$ cat src/rtl/ir_assembler.sv
// Instruction register assembler: gathers four 7-bit fetch beats into a 28-bit
// instruction, commits it on the fourth beat and decodes the committed word.
module ir_assembler (
  input  logic        clk,
  input  logic        reset,
  input  logic [2:0]  ir_write,
  input  logic [6:0]  mem_data,
  input  logic        flush,
  output logic [27:0] instr,
  output logic [4:0]  opcode,
  output logic [3:0]  rs,
  output logic [3:0]  rt,
  output logic [3:0]  rd,
  output logic [27:0] imm_sext,
  output logic        instr_valid,
  output logic        seq_err,
  output logic [7:0]  instr_count
);

  // State encoding matches the ir_write code of the awaited beat.
  typedef enum logic [2:0] {
    B1 = 3'd1,
    B2 = 3'd2,
    B3 = 3'd3,
    B4 = 3'd4
  } beat_e;

  beat_e       exp_beat, exp_beat_n;
  logic [27:0] staging, staging_n;
  logic [27:0] instr_n;
  logic        valid_n, err_n;
  logic [7:0]  count_n;
  logic        beat_wr, in_order;

  assign beat_wr  = (ir_write != 3'd0) && !flush;
  assign in_order = beat_wr && (ir_write == exp_beat);

  always_ff @(posedge clk) begin
    if (reset) begin
      exp_beat    <= B1;
      staging     <= 28'd0;
      instr       <= 28'd0;
      instr_valid <= 1'b0;
      seq_err     <= 1'b0;
      instr_count <= 8'd0;
    end else begin
      exp_beat    <= exp_beat_n;
      staging     <= staging_n;
      instr       <= instr_n;
      instr_valid <= valid_n;
      seq_err     <= err_n;
      instr_count <= count_n;
    end
  end

  // Out-of-order beats only raise seq_err; everything else holds.
  always_comb begin
    exp_beat_n = exp_beat;
    staging_n  = staging;
    instr_n    = instr;
    valid_n    = instr_valid;
    err_n      = seq_err;
    count_n    = instr_count;
    if (flush) begin
      exp_beat_n = B1;
      staging_n  = 28'd0;
      valid_n    = 1'b0;
      err_n      = 1'b0;
    end else if (in_order) begin
      case (exp_beat)
        B1: begin
          staging_n  = {mem_data, 21'd0};
          valid_n    = 1'b0;
          exp_beat_n = B2;
        end
        B2: begin
          staging_n[20:14] = mem_data;
          exp_beat_n       = B3;
        end
        B3: begin
          staging_n[13:7] = mem_data;
          exp_beat_n      = B4;
        end
        B4: begin
          staging_n[6:0] = mem_data;
          instr_n        = {staging[27:7], mem_data};
          valid_n        = 1'b1;
          count_n        = instr_count + 8'd1;
          exp_beat_n     = B1;
        end
        default: exp_beat_n = B1;
      endcase
    end else if (beat_wr) begin
      err_n = 1'b1;
    end
  end

  assign opcode   = instr[27:23];
  assign rs       = instr[22:19];
  assign rt       = instr[18:15];
  assign rd       = instr[14:11];
  assign imm_sext = {{13{instr[14]}}, instr[14:0]};

endmodule

$ cat config.mk
export PLATFORM = sky130hd
export DESIGN_NAME = ir_assembler
export DESIGN_NICKNAME = d
export VERILOG_FILES = /design/src/rtl/ir_assembler.sv
export SDC_FILE = /design/constraint.sdc
export NUM_CORES = 1
export LEC_CHECK = 0
export ABC_AREA = 1
export CORE_ASPECT_RATIO = 0.7
export CORE_MARGIN = 3
export CORE_UTILIZATION = 46
export DETAILED_ROUTE_END_ITERATION = 7
export PLACE_DENSITY = 0.8
export SYNTH_ARGS = -nofsm -noshare
export SYNTH_HDL_FRONTEND = slang
export SYNTH_SLANG_ARGS = --single-unit
$ cat constraint.sdc
create_clock -name clk -period 1.9 [get_ports clk]
set_clock_uncertainty 0.05 [all_clocks]
set_input_delay 0.285 -clock clk [delete_from_list [all_inputs] [get_ports clk]]
set_output_delay 0.285 -clock clk [all_outputs]
set_load 0.02 [all_outputs]
==> results.sh, run 1 <==
export IMPL_critPathTopFamily="buffers and inverters"
export IMPL_cts_clk_slew_worst_paths_ns=0.07
export IMPL_clk_latency_ns=0.33
export IMPL_synth_area_top_cells="dfxtp_1 42%, buf_4 13%, a21oi_1 10%"
export IMPL_grt_overflow_total=0
export IMPL_r2r_start="exp_beat[1]"
export IMPL_routed_via_density=5.074
export IMPL_area_delta_synth_final_pct=30.46
export IMPL_pre_cts_ws_ns=-0.08362
export IMPL_netlist_area_mm2=0.002987
export IMPL_num_rows=23
export IMPL_drc=0
export IMPL_hold_depth=2
export IMPL_final_period_utilization_pct=95.67
export IMPL_register_area_mm2=0.001242
export IMPL_crit_cells=1
export IMPL_drive_above_1_share_pct=9.800
export IMPL_die_area_mm2=0.007511
export IMPL_synth_ff_type="dfxtp_1"
export IMPL_start_kind="flop"
export IMPL_report_final_slew_viol_count=0
export IMPL_syn_mean_instance_area_um2=7.658
export IMPL_worstRegToRegCells=8
export IMPL_post_cts_buffers=0
export IMPL_drt_pass1_iter_count=4
export IMPL_cts_sinks=62
export IMPL_synth_largest_area_cell="dfxtp_1"
export IMPL_synth_edf_count=0
export IMPL_placed_area_mm2=0.003722
export IMPL_timing_slew_headroom_pct=71.20
export IMPL_pwr_density_cell_mw_per_mm2=637.7
export IMPL_vdd_drop_max_uv=515.9
export IMPL_grt_use_total_pct=19.82
export IMPL_cts_tree="yes"
export IMPL_final_cell_area_mm2=0.003896
export IMPL_ys_ff_latch=62
export IMPL_finish_net_count=460
export IMPL_grt_first_pass_wirelength_um=11790
export IMPL_seq_area_frac_synth_pct=41.56
export IMPL_rsz0062_at_grt="false"
export IMPL_period_needed_ns=1.818
export IMPL_cp_required_ns=1.56
export IMPL_slowest_delay_ns=0.67
export IMPL_tightest_slew_ns=0.4316
export IMPL_place_congestion=0.8718
export IMPL_synth_common_cells="62 x dfxtp_1, 61 x a21oi_1, 52 x nand2_1, 50 x buf_4, 49 x nor2_1"
export IMPL_synth_top_area_share_pct=41.56
export IMPL_grt_max_degree=28
export IMPL_fmaxAchievable_ghz=0.5501
export IMPL_dpl_hpwl_um=5209
export IMPL_synth_most_common_cell="dfxtp_1"
export IMPL_ios=96
export IMPL_core_mm2=0.005986
export IMPL_io_buffer_count=95
export IMPL_cts_made_buffers=9
export IMPL_hold_buffers=0
export IMPL_grt_antenna_before_repair=0
export IMPL_critPathCapture="imm_sext[23]"
export IMPL_cts_root_buf="clkbuf_8"
export IMPL_hold_path_class="flop to flop"
export IMPL_criticalPathCategory="flop to output port"
export IMPL_synth_warning_count=0
export IMPL_crit_slowest_cell="clkdlybuf4s50_1"
export IMPL_hold_viol_final=0
export IMPL_setup_ws_ns=0.08231
export IMPL_p_leak_nw=1.452
export IMPL_die_x_um=102.3
export IMPL_wl_per_cell_um=13.68
export IMPL_cts_buffer_depth=2
export IMPL_path_cells="clkdlybuf4s50_1"
export IMPL_multi_input_area_mm2=0.001195
export IMPL_startpoint="instr[14]"
export IMPL_setup_viol=0
export IMPL_h_tree_depth=3
export IMPL_num_vias=2659
export IMPL_floorplan_die_height_um=73.42
export IMPL_fillCellCount=533
export IMPL_grt_pass1_vias=2485
export IMPL_start_util_pct=49.90
export IMPL_drt_iter0_drc=210
export IMPL_cp_max_fo=17
export IMPL_synth_cells=390
export IMPL_routed_wirelength_um=7169
export IMPL_async_flop_share_pct=0
export IMPL_synth_cell_types=26
export IMPL_end_kind="output port"
export IMPL_reg2reg_setup_slack_ns=0.25
export IMPL_status="completed"
export IMPL_reg2reg_to="instr[26]"
export IMPL_antenna_cells=0
export IMPL_antenna_left=0
export IMPL_path_buf_inv=1
export IMPL_syn_nets=404
export IMPL_max_cap_violations=0
export IMPL_cp_arrival_ns=1.48
==> state kept, by name, summed over array words and instances, names as in the netlist <==
register	count
exp_beat	3
seq_err	1
instr_count	8
staging	21
instr_valid	1
instr	28
==> kinds of logic after synthesis <==
| logic type | after synthesis | synth area share (%) |
|---|---|---|
| AND/OR/NAND/NOR | 136 | 21.45 |
| buffers and inverters | 88 | 18.43 |
| adder cells (fa/ha/maj) | 1 | 0.4189 |
| XOR/XNOR | 3 | 0.8799 |
| flip-flops | 62 | 41.56 |
| AO/OA/AOI/OAI | 100 | 17.26 |
==> worst min-delay path by stage <==
stage	to	slack, ns	startpoint
2_1_floorplan	staging[14]	0.37	mem_data[0]
4_1_cts	staging[10]	0.42	staging[10]
3_3_place_gp	staging[26]	0.40	staging[26]
5_1_grt	staging[21]	0.45	staging[21]
3_5_place_dp	staging[10]	0.41	staging[10]
6_report	staging[9]	0.42	staging[9]
==> area by class of cell <==
class / count / area share (%)
well taps: 75 / 2.408
inverters: 25 / 2.408
flip-flops and latches: 62 / 31.89
repair buffers: 108 / 28.20
multi-input cells: 240 / 30.67
clock inverters: 3 / 0.5459
clock buffers: 11 / 3.886
==> repair_timing <==
item | CTS | global route
endpoints found under the setup margin | 16 | 0
resized for setup | 1 | 0
hold endpoints to repair | 0 | 0
==> per-stage QoR <==
step	TNS, ns	instances	hold slack [ns]	total power [mW]	utilization (%)
floorplan	0	390	0.3725	1.433	-
global placement	-0.1012	510	0.4029	1.496	62.19
detailed placement	-2.188	510	0.4118	1.499	62.19
CTS	0	524	0.4205	2.504	65.09
global route	0	524	0.4460	2.566	65.09
finish	0	524	0.4212	2.485	65.09
==> power breakdown <==
part	internal (mW)	total (mW)	switching, mW
logic	0.0631	0.162	0.0992
clock network	0.529	1.01	0.484
registers	1.31	1.31	0.00418
total	1.90	2.48	0.587
==> placed cells by master, fill, tap and decap left out, types with 3 or more instances in the layout <==
| cell type | synthesis | final |
|---|---|---|
| nor2_1 | 49 | 49 |
| clkdlybuf4s50_1 | 0 | 95 |
| nand2_2 | 3 | 3 |
| nand4_1 | 4 | 4 |
| o21ai_0 | 15 | 15 |
| dfxtp_1 | 62 | 61 |
| a21oi_1 | 61 | 61 |
| o21ai_1 | 22 | 22 |
| buf_4 | 50 | 9 |
| inv_1 | 20 | 20 |
| inv_2 | 5 | 5 |
| buf_12 | 0 | 4 |
| nand2_1 | 52 | 52 |
| nand3_1 | 21 | 21 |
| clkbuf_8 | 0 | 11 |
==> metal layers <==
metal / vias up / GRT usage, % / wire length [um]
li1: 1347 / - / -
met2: 85 / 30.17 / 3258
met5: - / 0 / 0
met4: 0 / 7.569 / 91
met1: 1216 / 27.30 / 3296
met3: 11 / 4.744 / 524
(Power assumes the default switching activity.)
==> run 2, diff against run 1 <==
--- a/config.mk
+++ b/config.mk
@@ -8,9 +8,9 @@
 export ABC_AREA = 1
 export CORE_ASPECT_RATIO = 0.7
 export CORE_MARGIN = 3
-export CORE_UTILIZATION = 46
+export CORE_UTILIZATION = 42
 export DETAILED_ROUTE_END_ITERATION = 7
-export PLACE_DENSITY = 0.8
+export PLACE_DENSITY = 0.77
 export SYNTH_ARGS = -nofsm -noshare
 export SYNTH_HDL_FRONTEND = slang
 export SYNTH_SLANG_ARGS = --single-unit
==> constraint.sdc (replaced) <==
create_clock -name clk -period 1.5 [get_ports clk]
set_clock_uncertainty 0.05 [all_clocks]
set_input_delay 0.225 -clock clk [delete_from_list [all_inputs] [get_ports clk]]
set_output_delay 0.225 -clock clk [all_outputs]
set_load 0.02 [all_outputs]
==> results.sh, run 2 (same netlist as run 1, synthesis figures left out) <==
export IMPL_timing_slew_headroom_pct=58.25
export IMPL_grt_pass1_vias=2457
export IMPL_report_final_slew_viol_count=0
export IMPL_setup_viol=57
export IMPL_num_rows=25
export IMPL_finish_net_count=493
export IMPL_hold_viol_final=0
export IMPL_num_vias=3088
export IMPL_rsz0062_at_grt="true"
export IMPL_antenna_cells=0
export IMPL_cp_required_ns=1.69
export IMPL_layout_commonest_cell="dlygate4sd2_1"
export IMPL_met2_usage_pct=28.20
export IMPL_crit_slowest_cell="dfxtp_4"
export IMPL_area_delta_synth_final_pct=51.70
export IMPL_antenna_left=0
export IMPL_cts_sinks=62
export IMPL_cts_tree="yes"
export IMPL_gr_usage_met3_pct=5.758
export IMPL_io_buffer_count=95
export IMPL_ios=96
export IMPL_cp_arrival_ns=1.82
export IMPL_hold_buffers=0
export IMPL_regMostFlops="instr"
export IMPL_critPathTopFamily="simple AND/OR/NAND/NOR gates"
export IMPL_max_cap_violations=0
export IMPL_p_leak_nw=2.096
export IMPL_placed_cells=541
export IMPL_grtUsageMet1_pct=24.82
export IMPL_status="complete, but fails checks"
export IMPL_final_cell_area_mm2=0.004531
export IMPL_hold_path_end="instr[15]"
export IMPL_reg2reg_setup_slack_ns=-0.14
export IMPL_finalNonFillerCells=578
export IMPL_placed_area_mm2=0.003836
export IMPL_total_power_mw=3.827
export IMPL_grt_first_pass_wirelength_um=12040
export IMPL_hold_depth=2
export IMPL_path_buf_inv=2
export IMPL_r2r_start="exp_beat[1]"
export IMPL_drt_pass1_iter_count=5
export IMPL_worstRegToRegCells=8
export IMPL_hold_path_class="flop to flop"
export IMPL_fmaxAchievable_ghz=0.6108
export IMPL_pre_cts_ws_ns=-0.4698
export IMPL_dpl_hpwl_um=5210
export IMPL_end_kind="flop"
export IMPL_vdd_drop_max_uv=435.0
export IMPL_setup_ws_ns=-0.1373
export IMPL_place_congestion=0.8969
export IMPL_reg2reg_to="instr[26]"
export IMPL_routed_wirelength_um=10080
export IMPL_clk_latency_ns=0.35
export IMPL_grt_use_total_pct=18.25
export IMPL_wl_per_cell_um=17.44
export IMPL_start_kind="flop"
export IMPL_cts_made_buffers=9
export IMPL_grt_max_degree=30
export IMPL_final_util_pct=66.44
export IMPL_start_util_pct=43.80
export IMPL_cts_root_buf="clkbuf_8"
export IMPL_violations="negative setup slack"
export IMPL_cts_clk_slew_worst_paths_ns=0.08
export IMPL_cts_buffer_depth=2
export IMPL_criticalPathCategory="flop to flop"
export IMPL_largest_registers="instr x28, staging x21, instr_count x8"
export IMPL_largest_reg_flops=28
export IMPL_h_tree_depth=3
export IMPL_mostFrequentLayoutCells="67 x dlygate4sd2_1, 59 x dfxtp_1, 49 x nor2_1, 46 x nand2_1, 43 x a21oi_1"
export IMPL_drt_iter0_drc=265
export IMPL_slowest_delay_ns=0.39
export IMPL_top_usage_layer="met2"
export IMPL_grt_overflow_total=0
export IMPL_routed_via_density=5.343
export IMPL_pwr_density_cell_mw_per_mm2=844.8
export IMPL_core_mm2=0.006819
export IMPL_die_x_um=106.8
export IMPL_drive_above_1_share_pct=32.64
export IMPL_min_delay_start="instr[15]"
export IMPL_final_period_utilization_pct=109.2
export IMPL_period_needed_ns=1.637
export IMPL_path_cells="inv_2 -> nand2_1 -> nand2_2 -> nor2_4 -> nand4_4 -> clkbuf_16 -> o21ai_2 -> nor2_1"
export IMPL_tightest_slew_ns=0.6255
export IMPL_cp_max_fo=7
export IMPL_drc=0
export IMPL_die_area_mm2=0.008175
export IMPL_floorplan_die_height_um=76.55
export IMPL_grt_antenna_before_repair=0
export IMPL_startpoint="exp_beat[1]"
==> run 2: how the worst max path moves through the flow <==
stage	slack [ns]	depth (start not counted)	end
detailed placement	-0.47	6	staging[22]
global route	-0.20	8	instr[9]
floorplan	0.06	8	instr[15]
finish	-0.14	8	instr[26]
global placement	-0.41	6	staging[22]
CTS	0.008	2	imm_sext[24]
==> run 2: worst register-to-register path, delay by kind of cell, from the launching register on <==
kind | cells | cell delay (ns)
and+or+nand+nor | 5 | 0.65
DFF | 1 | 0.39
AOI/OAI and AO/OA | 1 | 0.14
buffers and inverters | 2 | 0.30
==> run 2: per-stage QoR <==
step / setup TNS, ns / hold slack, ns
4_1_cts: 0 / 0.4138
6_report: -3.367 / 0.4444
5_1_grt: -7.364 / 0.4622
3_5_place_dp: -21.93 / 0.4034
3_3_place_gp: -20.00 / 0.4024
2_1_floorplan: 0 / 0.3125
==> run 2: routing by layer <==
metal	part of all wire, %	wire (um)
met5	0	0
met4	3.3	335
met3	9.0	911
met2	46	4667
met1	41	4166
==> run 2: area by class of cell <==
class | instances | area (um^2)
Timing Repair Buffer | 140 | 1308
Multi-Input combinational cell | 241 | 1508
Clock inverter | 3 | 90.09
Inverter | 25 | 96.34
Tap cell | 94 | 117.6
Sequential cell | 62 | 1252
Clock buffer | 13 | 158.9
Fill cell | 584 | 2288
==> run 2: repair_timing <==
action	4_1_cts	5_1_grt
endpoints found under the setup margin	141	76
gates resized for setup	86	129
pin swaps	2	24
gates cloned	0	7
buffers inserted	3	11
==> run 2: power breakdown <==
part           internal [mW]  switching (mW)
Sequential              1.65         0.00619
Combinational          0.139           0.190
Clock                   1.20           0.647
Total                   2.98           0.843
